### src/rtl/fetch_pkg.sv
// Shared types for the instruction-fetch front end: FSM state encoding.
package fetch_pkg;

    typedef enum logic [1:0] {
        IDLE  = 2'd0,
        FETCH = 2'd1,
        FULL  = 2'd2,
        REDIR = 2'd3
    } fetch_state_t;

    localparam logic [1:0] ST_IDLE  = 2'd0;
    localparam logic [1:0] ST_FETCH = 2'd1;
    localparam logic [1:0] ST_FULL  = 2'd2;
    localparam logic [1:0] ST_REDIR = 2'd3;

endpackage

### src/rtl/fetch_fifo.sv
// In-order instruction queue; pointers carry an extra wrap bit to tell full from empty.
module fetch_fifo
    import fetch_pkg::*;
#(
    parameter int unsigned WIDTH = 64,
    parameter int unsigned DEPTH = 4,
    localparam int unsigned AW   = $clog2(DEPTH)
) (
    input  logic             clock,
    input  logic             res,
    input  logic             push,
    input  logic             pop,
    input  logic             flush,
    input  logic [WIDTH-1:0] wdata,
    output logic [WIDTH-1:0] rdata,
    output logic             full,
    output logic             empty,
    output logic [AW:0]      count
);

    logic [WIDTH-1:0] mem [DEPTH];
    logic [AW:0]      wptr;
    logic [AW:0]      rptr;
    logic             do_push;
    logic             do_pop;

    assign empty = (wptr == rptr);
    assign full  = (wptr[AW] != rptr[AW]) && (wptr[AW-1:0] == rptr[AW-1:0]);
    assign count = wptr - rptr;
    assign rdata = mem[rptr[AW-1:0]];

    // At full, a same-cycle pop frees the head slot the push lands in.
    assign do_push = push && (!full || pop);
    assign do_pop  = pop && !empty;

    always_ff @(posedge clock) begin
        if (res || flush) begin
            wptr <= '0;
            rptr <= '0;
        end else begin
            if (do_push) wptr <= wptr + 1'b1;
            if (do_pop)  rptr <= rptr + 1'b1;
        end
    end

    always_ff @(posedge clock) begin
        if (!res && !flush && do_push) mem[wptr[AW-1:0]] <= wdata;
    end

endmodule

### src/rtl/fetch_unit.sv
// Instruction-fetch front end: PC, pipelined fixed-latency reads, credit-limited queue, redirect.
module fetch_unit
    import fetch_pkg::*;
#(
    parameter int unsigned       ADDR_W     = 32,
    parameter int unsigned       DATA_W     = 32,
    parameter int unsigned       PC_STEP    = 4,
    parameter logic [ADDR_W-1:0] RESET_PC   = '0,
    parameter int unsigned       MEM_LAT    = 1,
    parameter int unsigned       FIFO_DEPTH = 4
) (
    input  logic              clock,
    input  logic              res,
    output logic [ADDR_W-1:0] mem_addr,
    output logic              mem_rd,
    input  logic [DATA_W-1:0] mem_rdata,
    input  logic              redirect_valid,
    input  logic [ADDR_W-1:0] redirect_pc,
    output logic              inst_valid,
    input  logic              inst_ready,
    output logic [DATA_W-1:0] inst_data,
    output logic [ADDR_W-1:0] inst_pc,
    output logic [ADDR_W-1:0] pc_out,
    output logic [1:0]        state_out
);

    localparam int unsigned CW = $clog2(FIFO_DEPTH) + 1;
    localparam int unsigned QW = ADDR_W + DATA_W;

    fetch_state_t      state, state_nxt;
    logic [ADDR_W-1:0] pc, pc_nxt;
    logic              epoch;

    // In-flight tracker: stage MEM_LAT-1 lines up with the returning mem_rdata.
    logic [MEM_LAT-1:0] tr_valid;
    logic [MEM_LAT-1:0] tr_epoch;
    logic [ADDR_W-1:0]  tr_pc [MEM_LAT];

    logic              issue;
    logic              credit_ok;
    int unsigned       inflight_cnt;
    logic              resp_push;
    logic              q_pop;
    logic              q_full;
    logic              q_empty;
    logic [CW-1:0]     q_count;
    logic [QW-1:0]     q_rdata;

    always_comb begin
        inflight_cnt = 0;
        for (int i = 0; i < int'(MEM_LAT); i++) begin
            inflight_cnt = inflight_cnt + 32'(tr_valid[i]);
        end
    end

    // Counts as of cycle start only, so the queue can never overflow.
    assign credit_ok = (inflight_cnt + 32'(q_count)) < FIFO_DEPTH;
    assign issue     = (state == FETCH) && credit_ok && !redirect_valid;

    assign resp_push = tr_valid[MEM_LAT-1] && (tr_epoch[MEM_LAT-1] == epoch) && !redirect_valid
                       && (!q_full || q_pop);
    assign q_pop     = inst_valid && inst_ready && !redirect_valid;

    fetch_fifo #(
        .WIDTH (QW),
        .DEPTH (FIFO_DEPTH)
    ) u_fifo (
        .clock (clock),
        .res   (res),
        .push  (resp_push),
        .pop   (q_pop),
        .flush (redirect_valid),
        .wdata ({tr_pc[MEM_LAT-1], mem_rdata}),
        .rdata (q_rdata),
        .full  (q_full),
        .empty (q_empty),
        .count (q_count)
    );

    always_comb begin
        state_nxt = state;
        pc_nxt    = pc;
        case (state)
            IDLE:  state_nxt = FETCH;
            FETCH: begin
                if (redirect_valid)  state_nxt = REDIR;
                else if (!credit_ok) state_nxt = FULL;
            end
            FULL: begin
                if (redirect_valid) state_nxt = REDIR;
                else if (credit_ok) state_nxt = FETCH;
            end
            REDIR: state_nxt = redirect_valid ? REDIR : FETCH;
            default: state_nxt = IDLE;
        endcase
        if (redirect_valid) pc_nxt = redirect_pc;
        else if (issue)     pc_nxt = pc + ADDR_W'(PC_STEP);
    end

    always_ff @(posedge clock) begin
        if (res) begin
            state    <= IDLE;
            pc       <= RESET_PC;
            epoch    <= 1'b0;
            tr_valid <= '0;
        end else begin
            state <= state_nxt;
            pc    <= pc_nxt;
            if (redirect_valid) epoch <= ~epoch;
            for (int i = int'(MEM_LAT) - 1; i > 0; i--) tr_valid[i] <= tr_valid[i-1];
            tr_valid[0] <= issue;
        end
    end

    always_ff @(posedge clock) begin
        for (int i = int'(MEM_LAT) - 1; i > 0; i--) begin
            tr_pc[i]    <= tr_pc[i-1];
            tr_epoch[i] <= tr_epoch[i-1];
        end
        tr_pc[0]    <= pc;
        tr_epoch[0] <= epoch;
    end

    assign mem_addr   = pc;
    assign mem_rd     = issue;
    assign inst_valid = !q_empty;
    assign inst_data  = q_empty ? '0 : q_rdata[DATA_W-1:0];
    assign inst_pc    = q_empty ? '0 : q_rdata[QW-1:DATA_W];
    assign pc_out     = pc;
    assign state_out  = state;

endmodule
### config.mk
export PLATFORM = sky130hd
export DESIGN_NAME = fetch_unit
export DESIGN_NICKNAME = d
export VERILOG_FILES = /design/src/rtl/fetch_pkg.sv /design/src/rtl/fetch_fifo.sv /design/src/rtl/fetch_unit.sv
export SDC_FILE = /design/constraint.sdc
export NUM_CORES = 1
export LEC_CHECK = 0
export ABC_AREA = 0
export BUFFER_PORTS_ARGS = -buffer_cell sky130_fd_sc_hd__buf_2
export CORE_MARGIN = 5
export CORE_UTILIZATION = 56
export DETAILED_ROUTE_END_ITERATION = 6
export PLACE_DENSITY_LB_ADDON = 0.2
export SYNTH_ARGS = -nofsm -noshare
export SYNTH_HDL_FRONTEND = slang
export SYNTH_SLANG_ARGS = --single-unit
### constraint.sdc
create_clock -name clock -period 6.65 [get_ports clock]
set_input_delay 0.3325 -clock clock [delete_from_list [all_inputs] [get_ports clock]]
set_output_delay 0.3325 -clock clock [all_outputs]
set_load 0.01 [all_outputs]
==> results of run 1 <==
## flip-flops by register name, indices dropped and copies added (netlist names), named ones only
register,flops
tr_epoch,1
epoch,1
mem_addr,32
state_out,2
u_fifo.mem,256
u_fifo.rptr,3
u_fifo.wptr,3
tr_valid,1
tr_pc,32
## metal layers
metal  track usage (%)  vias up  wire length (um)
met3              4.16       31              1890
met2              31.1      249             12100
li1                  -     3212                 -
met5                 0        -                 0
met1              27.4     3380             10900
met4              4.77        0               371
## synthesized netlist by cell type
cell / count / area, um2
sky130_fd_sc_hd__nand3_4: 1 / 17.5
sky130_fd_sc_hd__fa_1: 1 / 20.0
sky130_fd_sc_hd__and4_1: 6 / 52.6
sky130_fd_sc_hd__or4_4: 1 / 11.3
sky130_fd_sc_hd__nand4_1: 5 / 31.3
sky130_fd_sc_hd__nor4_1: 10 / 62.6
sky130_fd_sc_hd__o22ai_1: 4 / 25.0
sky130_fd_sc_hd__nor2b_1: 1 / 6.26
sky130_fd_sc_hd__nand3b_1: 1 / 7.51
sky130_fd_sc_hd__nand2_1: 21 / 78.8
sky130_fd_sc_hd__o311ai_1: 1 / 8.76
sky130_fd_sc_hd__o21ai_0: 3 / 15.0
sky130_fd_sc_hd__ha_1: 8 / 100
sky130_fd_sc_hd__xor2_1: 4 / 35.0
sky130_fd_sc_hd__or4_1: 2 / 15.0
sky130_fd_sc_hd__and2_1: 69 / 432
sky130_fd_sc_hd__nand3_1: 12 / 60.1
sky130_fd_sc_hd__a211oi_1: 13 / 97.6
sky130_fd_sc_hd__nor2_1: 37 / 139
sky130_fd_sc_hd__o21a_1: 2 / 15.0
sky130_fd_sc_hd__buf_4: 32 / 240
sky130_fd_sc_hd__mux2i_1: 4 / 40.0
sky130_fd_sc_hd__xor3_2: 1 / 25.0
sky130_fd_sc_hd__xnor2_1: 25 / 219
sky130_fd_sc_hd__dfxtp_1: 77 / 1540
sky130_fd_sc_hd__a311oi_1: 4 / 35.0
sky130_fd_sc_hd__and2b_1: 1 / 7.51
sky130_fd_sc_hd__mux4_2: 64 / 1440
sky130_fd_sc_hd__nor3_1: 14 / 70.1
sky130_fd_sc_hd__o21bai_1: 5 / 37.5
sky130_fd_sc_hd__or3_1: 3 / 18.8
sky130_fd_sc_hd__and3_1: 3 / 18.8
sky130_fd_sc_hd__a21oi_1: 10 / 50.1
sky130_fd_sc_hd__o31ai_1: 3 / 22.5
sky130_fd_sc_hd__a31oi_1: 1 / 6.26
sky130_fd_sc_hd__nor3b_1: 2 / 15.0
sky130_fd_sc_hd__o32a_1: 1 / 10.0
sky130_fd_sc_hd__edfxtp_1: 256 / 7690
sky130_fd_sc_hd__clkbuf_1: 29 / 109
sky130_fd_sc_hd__inv_1: 12 / 45.0
sky130_fd_sc_hd__or2_2: 1 / 6.26
sky130_fd_sc_hd__buf_1: 8 / 30.0
## worst max path at each step
stage	from	endpoint	cells after the start
6_report	flop	inst_pc[3]	4
3_5_place_dp	u_fifo.wptr[0]	mem_addr[29]	9
3_3_place_gp	u_fifo.wptr[0]	mem_addr[29]	9
5_1_grt	flop	inst_pc[3]	4
4_1_cts	flop	inst_pc[19]	4
2_1_floorplan	u_fifo.wptr[0]	u_fifo.mem[3][0]	5
## cell families after synthesis
logic type	share of synthesized area, %
DFF	71.5
and+or+nand+nor	8.13
buffers and inverters	3.29
muxes	11.5
AOI/OAI and AO/OA	2.50
xor gates and xnor gates	2.16
adders and majority gates	0.931
## power by group through the flow
| stage | sequential, mW | clock (mW) | combinational [mW] |
|---|---|---|---|
| finish | 2.31 | 1.76 | 0.136 |
| global route | 2.32 | 1.91 | 0.148 |
| CTS | 2.31 | 1.80 | 0.137 |
| detailed placement | 2.36 | 0 | 0.137 |
| global placement | 2.36 | 0 | 0.136 |
| floorplan | 2.35 | 0 | 0.0778 |
## area by class of cell
cell class,instances,area (um2)
diodes,1,2.50
clock buffers,53,973
clock inverters,7,61.3
fillers,1534,7660
inverters,12,45.0
multi-input cells,344,3270
flip-flops and latches,333,9240
well taps,285,357
repair buffers,204,1030
## stage by stage
stage               cell area (um2)  hold slack (ns)  setup slack [ns]
floorplan                     12900            0.375             0.724
global placement              13900            0.370              3.61
CTS                           15000           0.0230              3.34
global route                  15000           0.0273              3.16
finish                        15000           0.0460              3.45
detailed placement            13900            0.372              3.57
## cells in the final DEF (no fill, tap or decap), types with 10 or more instances in the layout
| cell | instances |
|---|---|
| sky130_fd_sc_hd__nand3_1 | 11 |
| sky130_fd_sc_hd__inv_1 | 12 |
| sky130_fd_sc_hd__clkbuf_1 | 15 |
| sky130_fd_sc_hd__edfxtp_1 | 256 |
| sky130_fd_sc_hd__clkbuf_16 | 35 |
| sky130_fd_sc_hd__dfxtp_1 | 75 |
| sky130_fd_sc_hd__nor2_1 | 37 |
| sky130_fd_sc_hd__nor3_1 | 13 |
| sky130_fd_sc_hd__nor4_1 | 10 |
| sky130_fd_sc_hd__a21oi_1 | 10 |
| sky130_fd_sc_hd__buf_2 | 199 |
| sky130_fd_sc_hd__a211oi_1 | 13 |
| sky130_fd_sc_hd__and2_1 | 66 |
| sky130_fd_sc_hd__nand2_1 | 21 |
| sky130_fd_sc_hd__xnor2_1 | 25 |
| sky130_fd_sc_hd__mux4_2 | 64 |
## critical path: stages, from the launching register on
cell	delay, ns
sky130_fd_sc_hd__dfxtp_4	0.62
sky130_fd_sc_hd__buf_4	0.78
sky130_fd_sc_hd__mux4_2	0.59
sky130_fd_sc_hd__and2_1	0.18
sky130_fd_sc_hd__buf_2	0.14
==> run summary, run 1 <==
The sum of routed wire length over all layers is 25300 um, and the portion of total power attributed to sequential cells is 54.9%. The die covers 0.0262 mm2. The setup path with the least slack is of type flop to output pin.

Cells with a size suffix above 1 make up 33.8% of the layout. For the normalized max-slew margin, the log shows 32.9%. IR analysis of the VDD net gives a maximum drop of 0.000165 V.

In this run, the number of DRC markers left after iteration 0 of detailed routing was 446. The cell sitting at the root of the clock tree is a sky130_fd_sc_hd__clkbuf_16. The post-CTS setup-driven buffer insertion count is 0. In this run the worst path has a maximum fanout of 44. After clock tree synthesis, the clock-pin slew on the worst setup and hold paths is 0.06 ns. The remaining routing DRC violations is 0, and the effective utilization at floorplan is 57.0%. For the depth of the CTS H-tree, the log shows 2. Design internal power: 3.37 mW. The number of buffers inserted by port buffering came out at 199. The kind of start point of the critical path is a flop. The run gives 835 as the total nets after synthesis. The combinational share of power was 3.2%; the final count of negative-setup-slack endpoints was 0. Total congestion overflow: 0. The tool flagged a number of max-cap violations equal to 0.

For this design, the CTS-stage hold fixing added 0 buffers. Number of ports placed on the die boundary: 200. The clock passes through at most 3 buffers. The logs give 0 for the initial antenna violation count and 19.3% for the total global-route track usage. Synthesis produced a netlist whose cell count is 758. The total power density per cell area is 281 mW/mm2, and the data required time of the critical path is 6.32 ns. The min-delay analysis places its worst path in the category input pin to flop. After the flow finishes, the layout carries non-filler instances totaling 1239. For the worst-skew pair, the clock arrives at the later sink with an insertion delay of 0.50 ns.

A synthesized cell averages 17.0 um2. The core box area is 0.0226 mm2, and the worst path arrival time is 2.87 ns. The via count of the first global-routing pass is 7133. In this run, synthesis produced a sequential element count of 333. Overall power consumption after layout is estimated at 4.21 mW. For the number of search-and-repair iterations in the first detailed-routing pass, the log shows 5. The flow ran to the end, and the final reports show no timing, DRC or antenna violations. The logs give 1006 for the final-stage net count and 0 for the post-cts repair resize count. The tools report the CTS buffer count as 34.

In this run the vertical extent of the chip is 162 um. The run gives 15200 um as the detailed placer's ending HPWL. Maximum number of pins on one net before global-route repair: 69. The number of cell rows is 55.

The path with the worst hold slack has its endpoint at u_fifo.mem[2][27]. The total negative slack was 0 ns. The final weighted congestion in routability-driven placement is 0.849, and the number of library cell types mapped by synthesis is 42. After detailed routing, the average wire length per cell comes to 20.4 um.

After synthesis the cells add up to 0.0129 mm2. The capture point of the worst reg-to-reg path was mem_addr[29]. In this run the critical register-to-register path is launched from u_fifo.wptr[0]. Summing the sequential cell areas from Yosys gives 71.5% of the chip area. The post-route fraction of the period consumed by the critical path came out at 48.1%. For this design, the sink count on the clock tree is 333. The tools report the count of synthesis-stage warnings from yosys as 0.

At the end of the flow the core is filled with cells to 66.2%. The count of nets left with antenna violations once routing finished came out at 0. The register-to-register path setup slack is 3.52 ns. The start point of the worst min-delay path is mem_rdata[27]. Instance count along the most critical hold path: 1. The routed layout has 6872 vias.

Between clock sinks in the finished design, the worst skew comes to 0.0124 ns. TritonCTS built the clock tree. The worst reg2reg path depth is 9, and the leakage component of the power is 5.38 nW. From left edge to right edge, the die measures 162 um.

The clock network accounts for 41.9% of the total power. The smallest clock period supported by the final layout is computed as 3.20 ns. The per-cell via count in the routed design was 5.55. The first global-routing pass estimated 39500 um of wire. Setup repair after global routing left no endpoint under its margin.

Endpoint type of the worst setup path: an output pin. Including well taps, the total number of placed cells is 1178. The count of final max-slew check failures was 0; the fraction of power spent switching nets was 19.9%. At the pin with the least slew margin, the transition time is 1.01 ns. From synthesis to final layout, the design area changed by 16.1%.

Timing would allow up to 313 MHz. For the net switching power, the log shows 0.839 mW. The tools report the final hold violation count as 0.
Power figures use the tool's default switching activity.
==> run 2, diff against run 1 <==
Clock period 6.65 ns to 3.01 ns, I/O delays scaled along.
==> run 2 against run 1 <==
Clock skew fell by 0.0021 ns. Combinational power rose to 2.9 times the previous value. Cell area rose by 6.7%. Register-to-register slack got worse by 3.2 ns. Critical path depth rose by 5. Total power rose by 130%. Cell count rose by 6.9%. Count of clock-buffer cells in the layout fell by 5. First-iteration DRC count rose by 1.1%. Clock power rose by 140%.
==> run summary, run 2 (synthesis gave the netlist of run 1 again) <==
STA classifies the critical path endpoint as a flop. For the final database, setup skew stands at 0.0103 ns. The post-detailed-placement cell area is 0.0142 mm2, and the per-cell via count in the routed design is 5.50. Normalized max-slew margin: 53.7%.

The congestion estimate from routability-driven global placement came to 0.801. The logs give 0 for the initial antenna violation count and 7719 for the via count of the first global-routing pass. The logs give 57.0% for the effective utilization at floorplan and 7281 for the via count. The kind of start point of the critical path was a flop.

Die outline height: 162 um. Leaving out fill and tap cells, the most frequent cells in the layout are sky130_fd_sc_hd__edfxtp_1 (256), sky130_fd_sc_hd__buf_2 (199), sky130_fd_sc_hd__dfxtp_1 (75). Of the total power, the clock network draws 43.6%.

The logs give 451 for the violation count after the first detailed-route iteration and 52.4% for the portion of total power attributed to sequential cells. The register with the most flip-flops in the layout has 256 of them. The total negative slack was 0 ns. The die span in x came out at 162 um. At the worst endpoint, the arrival time is 3.13 ns. TritonCTS created 34 clock buffers.

After the last flow step, the layout net total stands at 1090. The number of search-and-repair iterations in the first detailed-routing pass was 4; the count of final max-slew check failures was 0. The count of nets left with antenna violations once routing finished came out at 0. TritonCTS built the clock tree.

Internal power comes to 7.82 mW. At the later pin of the worst-skew pair, clock insertion delay measures 0.50 ns. The die covers 0.0262 mm2. The first global-routing pass estimated 43000 um of wire. The most common library cell in the layout ignoring fill and taps is sky130_fd_sc_hd__edfxtp_1. Of the total power, the share spent switching nets is 19.7%. For this block, the routed nets add up to 27000 um of wire.

For this run, design rule violations remaining after detail routing come to 0. In this design, the largest share of critical-path delay is due to simple AND/OR/NAND/NOR gates. The total power density per cell area is 609 mW/mm2. The final hold violation count is 0. The delay of the slowest critical-path stage works out to 0.57 ns. Combinational cells account for 4.1% of the total power. The number of cell rows is 55, and the maximum clock insertion buffer count is 3. The maximum net fanout on the critical path came out at 5.

The leakage component of the power came out at 5.84 nW. The post-route minimum period was 2.73 ns; the post-CTS setup-driven buffer insertion count was 0. The run finished with clean final reports. The largest vdd supply drop came out at 0.000376 V. Input and output buffers added on the ports amount to 199. The region available for standard cell placement spans 0.0226 mm2.

Type of the worst setup path: flop to flop. The signal on the critical path passes through inv_1, ha_1, inv_1, fa_1, nand3b_1, nand3_4, or4_4, or4_1, a311oi_1. The number of buffer and inverter instances along the worst setup path was 2; the achievable frequency was 366 MHz. Root buffer cell: sky130_fd_sc_hd__clkbuf_16. The tools report the power after layout as 9.74 mW. Setup repair after global routing left no endpoint under its margin.

In this design, the critical path's most frequently occurring cell is sky130_fd_sc_hd__inv_1. Entering global routing, the biggest net connects 69 pins. The final count of negative-setup-slack endpoints is 0. The post-route standard cell area excluding fillers is 0.0160 mm2.

Cells with a size suffix above 1 make up 33.4% of the layout. The number of clock sinks is 333, and the slew at the pin closest to its max-slew limit is 0.695 ns. The H-tree generated during clock tree synthesis spans 2 levels.

The net switching power is 1.92 mW, and the clock input transition at the sequential cells of the worst setup and hold paths is 0.06 ns. Global routing finished with a remaining overflow of 0. STA puts the critical path data required time at 3.41 ns. Of the available clock period, the critical path in the final layout requires 90.8%. Detailed placement ended at an HPWL of 16400 um. The slowest library cell on the worst path is sky130_fd_sc_hd__or4_4. Measured on the finished design, the core utilization comes to 70.6%. The area added between synthesis and finish is 23.9%, and the count of antenna diodes in the layout is 0. Max-cap violations in this run came to 0. The tools report the number of ports placed on the die boundary as 200. The average wire length per cell after detail routing is 20.4 um. Across every metal layer, demand over resource in global routing totals 20.9%. The worst hold path belongs to the class input pin to flop.
## run 2: stage by stage
stage,hold slack [ns],std cells,setup WS [ns]
after floorplan,0.249,758,0.00741
after detailed placement,0.369,1198,0.276
final,0.0404,1324,0.277
after CTS,0.0188,1324,0.267
after global placement,0.366,1198,0.340
after global routing,0.0487,1324,0.0665
## run 2: final timing paths
path / start / end / slack, ns / cells after the start
worst max register to register: u_fifo.wptr[0] / mem_addr[30] / 0.28 / 9
worst max-delay path: u_fifo.wptr[0] / mem_addr[30] / 0.28 / 9
worst min-delay path: redirect_pc[21] / mem_addr[21] / 0.04 / 3
worst min register to register: mem_addr[0] / tr_pc[0][0] / 0.38 / 0
## run 2: worst register-to-register path: cells and delay by family, from the launching register on
kind,cells,cell delay [ns]
compound gates,1,0.25
simple gates,4,1.27
flops,1,0.36
buf+inv,2,0.17
fa+ha+maj,2,0.60
## run 2: final cells by class
| class | count | area [um2] |
|---|---|---|
| Fill cell | 1454 | 6650 |
| Sequential cell | 333 | 9240 |
| Inverter | 12 | 45.0 |
| Timing Repair Buffer | 288 | 1910 |
| Tap cell | 285 | 357 |
| Clock inverter | 14 | 168 |
| Multi-Input combinational cell | 344 | 3290 |
| Clock buffer | 48 | 977 |
## run 2: power by group through the flow
stage / clock, mW / combinational, mW / sequential, mW
6_report: 4.25 / 0.395 / 5.10
5_1_grt: 4.55 / 0.430 / 5.11
4_1_cts: 4.33 / 0.394 / 5.10
3_5_place_dp: 0 / 0.328 / 5.20
3_3_place_gp: 0 / 0.325 / 5.19
2_1_floorplan: 0 / 0.175 / 5.19
## run 2: what timing repair did
item | 4_1_cts | 5_1_grt
endpoints found under the hold margin | 161 | 0
hold buffers | 64 | 0
resized for setup | 0 | 0
## run 2: layer usage
layer | up-vias | wire (um) | global-route usage [%]
li1 | 3386 | - | -
met1 | 3610 | 11400 | 28.7
met2 | 253 | 13500 | 35.2
met3 | 32 | 1780 | 4.44
met4 | 0 | 346 | 4.38
met5 | - | 0 | 0
